### config.mk
export PLATFORM = sky130hd
export DESIGN_NAME = sprite_blitter
export DESIGN_NICKNAME = d
export VERILOG_FILES = /design/src/rtl/sprite_blitter.sv
export SDC_FILE = /design/constraint.sdc
export NUM_CORES = 1
export LEC_CHECK = 0
export ABC_AREA = 1
export CAP_MARGIN = 20
export CORE_ASPECT_RATIO = 2
export CORE_MARGIN = 4
export CORE_UTILIZATION = 47
export DETAILED_ROUTE_END_ITERATION = 10
export PLACE_DENSITY = 0.74
export SYNTH_ARGS = -nofsm -noshare
export SYNTH_HDL_FRONTEND = slang
export SYNTH_SLANG_ARGS = --single-unit
### constraint.sdc
create_clock -name sram_clk -period 5.4 [get_ports sram_clk]
set_clock_uncertainty 0.2 [all_clocks]
set_input_delay 1.62 -clock sram_clk [delete_from_list [all_inputs] [get_ports sram_clk]]
set_output_delay 1.62 -clock sram_clk [all_outputs]
set_load 0.005 [all_outputs]
### src/rtl/sprite_blitter.sv
// Sprite blitter: walks a sprite in raster order out of a synchronous ROM and presents each
// opaque, on-screen texel to the SRAM controller's hidden-frame write port.
module sprite_blitter #(
  parameter int unsigned ROM_AW      = 14,
  parameter logic [15:0] TRANSPARENT = 16'hF81F,
  parameter logic [9:0]  PARK_X      = 10'h3FF,
  parameter int unsigned SCREEN_W    = 640,
  parameter int unsigned SCREEN_H    = 480
) (
  input  logic              sram_clk,
  input  logic              reset,
  input  logic              req_valid,
  output logic              req_ready,
  input  logic [9:0]        req_x,
  input  logic [9:0]        req_y,
  input  logic [6:0]        req_w,
  input  logic [6:0]        req_h,
  input  logic [ROM_AW-1:0] req_base,
  input  logic              frame_abort,
  output logic [ROM_AW-1:0] rom_addr,
  input  logic [15:0]       rom_data,
  input  logic              write_slot,
  output logic [9:0]        program_x,
  output logic [9:0]        program_y,
  output logic [15:0]       program_data,
  output logic              busy,
  output logic              done
);

  localparam logic [10:0] ScreenWL = 11'(SCREEN_W);
  localparam logic [10:0] ScreenHL = 11'(SCREEN_H);

  typedef enum logic [2:0] {StIdle, StFetch, StEval, StPresent, StDone} state_e;

  state_e            state_q, state_d;
  logic [9:0]        x0_q, x0_d, y0_q, y0_d;
  logic [6:0]        w_q, w_d, h_q, h_d;
  logic [6:0]        col_q, col_d, row_q, row_d;
  logic [ROM_AW-1:0] rom_addr_q, rom_addr_d;
  logic [9:0]        prog_x_q, prog_x_d, prog_y_q, prog_y_d;
  logic [15:0]       prog_data_q, prog_data_d;
  logic              done_q, done_d;
  logic              advance, last_texel, skip;
  logic [10:0]       px, py;

  // 11-bit sums so an origin near the edge cannot wrap back on-screen.
  assign px = {1'b0, x0_q} + {4'd0, col_q};
  assign py = {1'b0, y0_q} + {4'd0, row_q};
  assign skip = (rom_data == TRANSPARENT) || (px >= ScreenWL) || (py >= ScreenHL);
  assign last_texel = (col_q == w_q - 7'd1) && (row_q == h_q - 7'd1);

  always_comb begin
    state_d     = state_q;
    x0_d        = x0_q;
    y0_d        = y0_q;
    w_d         = w_q;
    h_d         = h_q;
    col_d       = col_q;
    row_d       = row_q;
    rom_addr_d  = rom_addr_q;
    prog_x_d    = prog_x_q;
    prog_y_d    = prog_y_q;
    prog_data_d = prog_data_q;
    done_d      = 1'b0;
    advance     = 1'b0;

    unique case (state_q)
      StIdle: begin
        if (req_valid) begin
          x0_d       = req_x;
          y0_d       = req_y;
          w_d        = req_w;
          h_d        = req_h;
          col_d      = 7'd0;
          row_d      = 7'd0;
          rom_addr_d = req_base;
          state_d    = (req_w == 7'd0 || req_h == 7'd0) ? StDone : StFetch;
        end
      end
      StFetch: state_d = StEval;
      StEval: begin
        if (skip) begin
          advance = 1'b1;
        end else begin
          prog_x_d    = px[9:0];
          prog_y_d    = py[9:0];
          prog_data_d = rom_data;
          state_d     = StPresent;
        end
      end
      StPresent: begin
        if (write_slot) begin
          prog_x_d    = PARK_X;
          prog_y_d    = 10'd0;
          prog_data_d = 16'd0;
          advance     = 1'b1;
        end
      end
      StDone: begin
        done_d  = 1'b1;
        state_d = StIdle;
      end
      default: state_d = StIdle;
    endcase

    if (advance) begin
      rom_addr_d = rom_addr_q + 1'b1;
      if (col_q == w_q - 7'd1) begin
        col_d = 7'd0;
        row_d = row_q + 7'd1;
      end else begin
        col_d = col_q + 7'd1;
      end
      state_d = last_texel ? StDone : StFetch;
    end

    // Abort wins over a slot handshake and over completion.
    if (frame_abort && state_q != StIdle) begin
      state_d     = StIdle;
      prog_x_d    = PARK_X;
      prog_y_d    = 10'd0;
      prog_data_d = 16'd0;
      done_d      = 1'b0;
    end
  end

  always_ff @(posedge sram_clk or posedge reset) begin
    if (reset) begin
      state_q     <= StIdle;
      x0_q        <= '0;
      y0_q        <= '0;
      w_q         <= '0;
      h_q         <= '0;
      col_q       <= '0;
      row_q       <= '0;
      rom_addr_q  <= '0;
      prog_x_q    <= PARK_X;
      prog_y_q    <= '0;
      prog_data_q <= '0;
      done_q      <= 1'b0;
    end else begin
      state_q     <= state_d;
      x0_q        <= x0_d;
      y0_q        <= y0_d;
      w_q         <= w_d;
      h_q         <= h_d;
      col_q       <= col_d;
      row_q       <= row_d;
      rom_addr_q  <= rom_addr_d;
      prog_x_q    <= prog_x_d;
      prog_y_q    <= prog_y_d;
      prog_data_q <= prog_data_d;
      done_q      <= done_d;
    end
  end

  assign req_ready    = (state_q == StIdle);
  assign busy         = (state_q != StIdle);
  assign done         = done_q;
  assign rom_addr     = rom_addr_q;
  assign program_x    = prog_x_q;
  assign program_y    = prog_y_q;
  assign program_data = prog_data_q;

endmodule
==> flow_summary.yaml, run 1 <==
setup_path:
  crit_type: "primary input to register"
  reg2reg_from: "row_q[0]"
  critPathCapture: "col_q[0]"
  cp_max_fo: 41
  crit_arrival_ns: 3.70
  reg2reg_to: "col_q[0]"
  critPathCaptureType: "register"
  required_ns: 5.48
  critPathLaunch: "rom_data[10]"
  crit_path_start_kind: "primary input"
  r2r_slack_ns: 2.18
  reg2reg_depth: 18
sta:
  fin_crit_ns: 3.62
  worst_pin_slew_ns: 0.813
  rsz0062_at_grt: "no"
  maxSlewHeadroom_pct: 45.7
  hold_viol_final: 0
  drv_slew: 0
  period_share_pct: 67.0
  setup-violations-final: 0
  max_freq_ghz: 0.276
  fin_setup_tns_ns: 0
route:
  drt_pass1_iterations: 4
  drc_errors: 0
  drt_iter0_markers: 315
  ant_nets: 0
  vias: 5539
  wl_mm: 15.5
  vias_per_cell: 5.10
  routedWlPerCell_um: 14.3
clock_tree:
  cts_buffer_depth: 2
  cts_resized: 0
  clk_pin_slew_worst_paths_ns: 0.07
  ctsHoldBuffers: 0
  post_cts_buffers: 0
  cts_buffers: 9
  htree_levels: 3
  clock_latency_ns: 0.35
  cts_sinks: 102
  cts_tree: "built"
  cts-root-buf: "clkbuf_16"
synthesis:
  syn_nets: 913
  synth_edf_count: 0
  seq_area_frac_synth_pct: 42.2
  ys.flop_type: "dfrtp_1"
  synth-async-reset-ratio_pct: 100
  synth_cell_type_count: 38
  syn-cell-area_um2: 6080
  synthCells: 823
  ys_warn_count: 0
  syn_area_per_cell_um2: 7.39
  ys_seq_elements: 102
pwr:
  switching_share_pct: 40.8
  ir_worst_vdd_mv: 0.366
  finalPower_w: 0.00397
  p_per_area_nw_per_um2: 515
  p_seq_share_pct: 35.1
  combPwrFrac_pct: 47.6
  internal_power_w: 0.00235
  power_frac_clock_pct: 17.3
  p_leak_nw: 3.89
  power_switching_w: 0.00162
layout:
  nNetsFinal: 1023
  fillerInstances: 1160
  diodes: 0
  final-seq-area_um2: 2560
  fin_area_um2: 7710
  drive_above_1_share_pct: 5.12
  area_growth_pct: 26.7
  multi_input_area_um2: 3080
floorplanning:
  start_util_pct: 48.2
  fp.dieH_um: 169
  dieArea_um2: 14900
  die_w_um: 88.4
  rows: 58
  core_area_um2: 12600
  pin_count: 122
place:
  gp_congestion: 0.929
  place_area_um2: 7390
  numPortBuffers: 121
  dp_hpwl_mm: 11.6
run_status:
  status: "complete, no violations"
worst_hold_path:
  hold_path_depth: 2
  hold_path_class: "register to register"
global_routing:
  grt_max_degree: 103
  overflow: 0
  grt_antenna_before_repair: 0
  grt_usage_pct: 21.9
  grt_pass1_wl_mm: 25.8
  grt_pass1_vias: 5671
job:
  max-cap-violations: 0
[sequential cells by signal, indices dropped and copies added, names as in the netlist, 10 cells and up]
name,cells
program_data,16
rom_addr,14
program_x,10
program_y,10
x0_q,10
y0_q,10
[worst min-delay path by stage]
stage / startpoint / to
final: program_x[8] / program_x[8]
after global routing: program_x[6] / program_x[6]
after CTS: w_q[1] / w_q[1]
after detailed placement: w_q[1] / w_q[1]
after global placement: w_q[1] / w_q[1]
after floorplan: w_q[1] / w_q[1]
[cell type report]
class | instances | share of cell area, %
tap | 150 | 2.44
timing repair buffer | 124 | 16.2
multi-input combinational | 613 | 40.0
sequential | 102 | 33.3
clock inverter | 5 | 1.10
inverter | 83 | 4.08
clock buffer | 10 | 2.97
[cells by family after synthesis]
group	share of synthesized area, %
xor gates and xnor gates	5.76
buffers and inverters	7.22
AOI/OAI and AO/OA	4.98
DFF	42.2
adders and majority gates	4.57
and+or+nand+nor	35.3
[through the flow]
| stage | utilization, % | hold slack [ns] | setup slack [ns] | std cells |
|---|---|---|---|---|
| 2_1_floorplan | - | 0.253 | 0.921 | 823 |
| 3_3_place_gp | 58.5 | 0.267 | 1.48 | 1072 |
| 3_5_place_dp | 58.5 | 0.273 | 1.45 | 1072 |
| 4_1_cts | 61.0 | 0.291 | 1.78 | 1087 |
| 5_1_grt | 61.0 | 0.311 | 1.64 | 1087 |
| 6_report | 61.0 | 0.288 | 1.78 | 1087 |
[cells in the final DEF (no fill, tap or decap), types with 4 or more instances in the layout]
| cell | n |
|---|---|
| a21oi_1 | 11 |
| clkbuf_16 | 9 |
| clkdlybuf4s50_1 | 121 |
| dfrtp_1 | 92 |
| dfstp_2 | 10 |
| ha_1 | 19 |
| inv_1 | 77 |
| inv_2 | 4 |
| nand2_1 | 302 |
| nand2_2 | 4 |
| nand2_4 | 4 |
| nand3_1 | 84 |
| nand3b_1 | 6 |
| nand4_1 | 14 |
| nor2_1 | 64 |
| nor3_1 | 7 |
| o21ai_0 | 35 |
| xnor2_1 | 14 |
| xor2_1 | 26 |
[cell usage after synthesis (all sizes together) (11+ instances only)]
master	instances	area (um^2)
dfrtp	92	2300
a21oi	11	55.1
ha	19	238
buf	13	82.6
xor2	26	228
nand3	85	430
nor2	67	283
inv	82	308
xnor2	14	123
o21ai	37	185
nand4	15	100
clkbuf	12	45.0
nand2	310	1200
[power by group through the flow]
stage | combinational (W) | clock [W] | sequential [W]
global route | 0.00215 | 0.000732 | 0.00143
global placement | 0.00187 | 0 | 0.00139
finish | 0.00189 | 0.000687 | 0.00139
floorplan | 0.00124 | 0 | 0.00133
CTS | 0.00192 | 0.000702 | 0.00139
detailed placement | 0.00190 | 0 | 0.00140
[per-layer routing]
| metal | wire (um) | global-route usage (%) | vias up | part of all wire [%] |
|---|---|---|---|---|
| li1 | - | - | 2822 | - |
| met4 | 571 | 10.6 | 0 | 3.7 |
| met5 | 0 | 0 | - | 0 |
| met2 | 8410 | 39.8 | 154 | 54 |
| met3 | 673 | 4.09 | 43 | 4.3 |
| met1 | 5890 | 23.4 | 2520 | 38 |
[critical path, stage by stage]
cell,delay (ns)
clkdlybuf4s50_1,0.50
nand3b_1,0.12
nor2_1,0.06
nand2_1,0.07
nand4_1,0.08
nor2_1,0.13
nand4_2,0.14
nand2_4,0.13
nand2_4,0.27
nor2_8,0.36
nand2_1,0.13
nand2_1,0.09
Power figures use the tool's default switching activity.
==> run 2: changes to the inputs <==
clock period = 3.6 ns   (was 5.4 ns; I/O delays follow)
==> run 2 against run 1 <==
Net effect: register-to-register slack got worse by 1.8 ns; sequential power rose by 49%; clock power grew 48%; largest cell class unchanged; largest power group unchanged.
==> flow_summary.yaml, run 2 (synthesized netlist as in run 1, its figures left out) <==
global_routing:
  grt_pass1_vias: 5648
  overflow: 0
  grt_pass1_wl_mm: 25.6
  grt_usage_pct: 21.6
  grt_max_degree: 103
  grt_antenna_before_repair: 0
setup_path:
  critPathCaptureType: "register"
  crit_path_start_kind: "register"
  required_ns: 3.69
  cp_max_fo: 41
  crit_arrival_ns: 3.27
  crit_type: "register to register"
  reg2reg_to: "col_q[6]"
  reg2reg_depth: 18
  r2r_slack_ns: 0.42
  reg2reg_from: "row_q[0]"
sta:
  hold_viol_final: 0
  maxSlewHeadroom_pct: 64.7
  setup-violations-final: 0
  max_freq_ghz: 0.315
  setup_slack_ns: 0.422
  worst_pin_slew_ns: 0.523
  drv_slew: 0
  rsz0062_at_grt: "no"
  whs_ns: 0.285
  fin_crit_ns: 3.18
  fin_setup_tns_ns: 0
  period_share_pct: 88.3
floorplanning:
  rows: 58
  start_util_pct: 48.2
  core_area_um2: 12600
  dieArea_um2: 14900
  pin_count: 122
  fp.dieH_um: 169
  die_w_um: 88.4
route:
  vias_per_cell: 5.07
  vias: 5546
  drc_errors: 0
  drt_iter0_markers: 187
  wl_mm: 15.1
  routedWlPerCell_um: 13.8
  ant_nets: 0
  drt_pass1_iterations: 4
clock_tree:
  clk_pin_slew_worst_paths_ns: 0.08
  cts_buffer_depth: 2
  ctsHoldBuffers: 0
  cts_buffers: 9
  clock_latency_ns: 0.36
  post_cts_buffers: 0
  cts-root-buf: "clkbuf_16"
  cts_resized: 0
  htree_levels: 3
  cts_tree: "built"
  cts_sinks: 102
place:
  place_ws_ns: 0.126
  dp_hpwl_mm: 11.5
  gp_congestion: 0.879
  place_area_um2: 7430
  numPortBuffers: 121
pwr:
  power_switching_w: 0.00241
  p_leak_nw: 3.91
  p_per_area_nw_per_um2: 764
  switching_share_pct: 40.7
  combPwrFrac_pct: 47.7
  p_seq_share_pct: 35.1
  finalPower_w: 0.00592
  ir_worst_vdd_mv: 0.487
  power_frac_clock_pct: 17.2
  internal_power_w: 0.00351
layout:
  nNetsFinal: 1028
  diodes: 0
  fin_area_um2: 7740
  final_common_cell: "nand2_1"
  final-seq-area_um2: 2560
  largest_reg_flops: 16
  drive_above_1_share_pct: 5.83
  multi_input_area_um2: 3080
  final_cell_mix: "302 x nand2_1, 121 x clkdlybuf4s50_1, 92 x dfrtp_1"
  area_growth_pct: 27.3
  fillerInstances: 1187
worst_hold_path:
  hold_path_depth: 2
  hold_path_class: "register to register"
  hold_start: "program_x[4]"
  min_to: "program_x[4]"
job:
  max-cap-violations: 0
run_status:
  status: "complete, no violations"
==> run 2: cell count changes in the layout (fill, tap and decap cells not counted), sizes merged <==
cell / previous run / this run
inv: 82 / 84
clkinvlp: 1 / 2
clkinv: 3 / 2
buf: 3 / 8
bufinv: 2 / 1
==> run 2: power groups by stage <==
stage	Combinational (W)	Sequential [W]	Clock, W
finish	0.00282	0.00207	0.00102
global route	0.00324	0.00214	0.00109
CTS	0.00287	0.00208	0.00103
detailed placement	0.00286	0.00209	0
global placement	0.00281	0.00208	0
floorplan	0.00186	0.00200	0
==> run 2: worst max-delay path by stage <==
stage,from,end,cells after the start
4_1_cts,row_q[0],rom_addr[8],18
2_1_floorplan,row_q[0],rom_addr[10],18
3_5_place_dp,rom_data[8],row_q[0],13
5_1_grt,row_q[0],col_q[5],18
6_report,row_q[0],col_q[6],18
3_3_place_gp,rom_data[8],row_q[1],13
==> run 2: worst max-delay path, cell delays in order (launching register included) <==
cell     delay (ns)
dfrtp_1        0.46
ha_1           0.25
inv_1          0.07
fa_1           0.39
inv_1          0.13
nand2_1        0.08
nand2_1        0.09
nand3_1        0.11
nand2_1        0.08
nand2_1        0.04
nand2_1        0.08
nor2_1         0.04
nand2_1        0.06
nand4_2        0.10
nand2_4        0.13
nand2_4        0.26
nor2_8         0.35
nand2_1        0.09
nand2_1        0.08
==> run 2: final cells by class <==
| class | count | share of cell area, % |
|---|---|---|
| clock buffer | 10 | 3.09 |
| clock inverter | 6 | 0.969 |
| inverter | 83 | 4.07 |
| multi-input combinational | 613 | 39.8 |
| sequential | 102 | 33.1 |
| tap | 150 | 2.42 |
| timing repair buffer | 129 | 16.6 |
==> run 2: metal layers <==
metal  GRT usage (%)  up-vias  part of all wire, %  routed length (um)
met1            23.4     2551                   38                5690
met4            9.01        0                  2.7                 412
met2            39.7      131                   55                8340
met3            3.85       27                  4.3                 642
li1                -     2837                    -                   -
met5               0        -                    0                   0
==> run 2: stage by stage <==
step | utilization, % | cells
2_1_floorplan | - | 823
3_3_place_gp | 58.8 | 1077
3_5_place_dp | 58.8 | 1077
4_1_cts | 61.3 | 1093
5_1_grt | 61.3 | 1093
6_report | 61.3 | 1093
==> run 3: changes to the inputs <==
CELL_PAD_IN_SITES_DETAIL_PLACEMENT = 0   (was unset)
CELL_PAD_IN_SITES_GLOBAL_PLACEMENT = 1   (was unset)
CORE_UTILIZATION = 38   (was 47)
PLACE_DENSITY = unset   (was 0.74)
PLACE_DENSITY_LB_ADDON = 0.1   (was unset)
==> run 3 against run 2 <==
Net effect: die area grew 22%; cell count grew 4.7%; register-to-register slack is essentially flat; worst setup slack gained 0.0012 ns; count of clock-buffer cells in the layout is the same; worst hold slack gained 0.0021 ns; non-clock buffer count is the same; clock power grew 16%; total power grew 2.8%; first-iteration DRC count shrank 19%.
==> flow_summary.yaml, run 3 (synthesized netlist as in run 1, its figures left out) <==
run_status:
  status: "complete, no violations"
sta:
  setup_slack_ns: 0.423
  period_share_pct: 88.3
  drv_slew: 0
  maxSlewHeadroom_pct: 47.3
  max_freq_ghz: 0.315
  fin_setup_tns_ns: 0
  whs_ns: 0.287
  fin_crit_ns: 3.18
  setup-violations-final: 0
  hold_viol_final: 0
  worst_pin_slew_ns: 0.781
  rsz0062_at_grt: "no"
global_routing:
  overflow: 0
  grt_pass1_vias: 5623
  grt_usage_pct: 18.2
  grt_pass1_wl_mm: 27.0
  grt_antenna_before_repair: 0
  grt_max_degree: 103
setup_path:
  crit_arrival_ns: 3.27
  crit_path_start_kind: "register"
  critPathLaunch: "row_q[0]"
  reg2reg_to: "rom_addr[11]"
  crit_type: "register to register"
  critPathCapture: "rom_addr[11]"
  cp_max_fo: 35
  critPathCaptureType: "register"
  r2r_slack_ns: 0.42
  required_ns: 3.69
  reg2reg_from: "row_q[0]"
  reg2reg_depth: 18
floorplanning:
  pin_count: 122
  die_w_um: 97.5
  fp.dieH_um: 187
  start_util_pct: 38.6
  dieArea_um2: 18200
  rows: 65
  core_area_um2: 15800
route:
  drc_errors: 0
  wl_mm: 16.1
  drt_iter0_markers: 152
  drt_pass1_iterations: 4
  vias: 5522
  vias_per_cell: 4.83
  routedWlPerCell_um: 14.1
  ant_nets: 0
place:
  place_ws_ns: 0.249
  dp_hpwl_mm: 12.3
  numPortBuffers: 121
  gp_congestion: 0.835
pwr:
  ir_worst_vdd_mv: 0.441
  p_leak_nw: 3.93
  finalPower_w: 0.00608
  p_per_area_nw_per_um2: 774
layout:
  utilization_pct: 49.8
  largest_reg_flops: 16
  drive_above_1_share_pct: 5.73
  fillerInstances: 1584
  diodes: 0
  final_cell_mix: "302 x nand2_1, 121 x clkdlybuf4s50_1, 92 x dfrtp_1"
  nNetsFinal: 1028
  final_common_cell: "nand2_1"
  area_growth_pct: 29.2
job:
  max-cap-violations: 0
worst_hold_path:
  hold_path_depth: 2
  hold_path_class: "register to register"
clock_tree:
  clk_pin_slew_worst_paths_ns: 0.06
  cts_tree: "built"
  cts-root-buf: "clkbuf_16"
  htree_levels: 3
  clock_latency_ns: 0.36
  cts_buffers: 9
  cts_buffer_depth: 2
  ctsHoldBuffers: 0
  cts_sinks: 102
  post_cts_buffers: 0
  cts_resized: 0
==> run 3: final cells by class <==
| cell class | instances | area [um^2] | share of cell area (%) |
|---|---|---|---|
| multi-input cells | 613 | 3080 | 39.2 |
| flip-flops and latches | 102 | 2560 | 32.6 |
| repair buffers | 129 | 1280 | 16.3 |
| inverters | 83 | 315 | 4.01 |
| well taps | 201 | 251 | 3.20 |
| clock buffers | 10 | 229 | 2.91 |
| clock inverters | 6 | 134 | 1.70 |
==> run 3: layer usage <==
metal / GRT usage [%] / vias up / wire, um
li1: - / 2832 / -
met1: 20.0 / 2541 / 6460
met2: 34.5 / 129 / 8580
met3: 3.21 / 20 / 678
met4: 6.08 / 0 / 386
met5: 0 / - / 0
==> run 3: report_power, final <==
group,total [W],internal [W],leakage (nW),switching [W]
clock network,0.00118,0.000750,0.177,0.000431
registers,0.00207,0.00165,1.29,0.000414
logic,0.00283,0.00128,2.47,0.00155
==> run 3: stage by stage <==
step	area, um^2	instances
finish	7860	1144
global route	7860	1144
CTS	7860	1144
detailed placement	7490	1128
global placement	7490	1128
floorplan	6090	823
==> run 3: worst min-delay path by stage <==
stage,startpoint,end,slack (ns)
6_report,program_x[7],program_x[7],0.29
5_1_grt,program_x[9],program_x[9],0.31
4_1_cts,program_x[2],program_x[2],0.29
3_5_place_dp,program_x[2],program_x[2],0.28
3_3_place_gp,w_q[1],w_q[1],0.27
2_1_floorplan,w_q[1],w_q[1],0.25
==> run 3: worst max-delay path: stages (launching register included) <==
cell	delay, ns
dfrtp_1	0.48
ha_1	0.25
inv_1	0.06
fa_1	0.38
inv_1	0.12
nand2_1	0.09
nand2_1	0.09
nand3_1	0.12
nand2_1	0.09
nand2_1	0.05
nand2_1	0.08
nor2_1	0.04
nand2_1	0.08
nand4_2	0.10
nand2_4	0.13
nand2_4	0.24
nor2_8	0.35
nand2_1	0.09
nand2_1	0.07
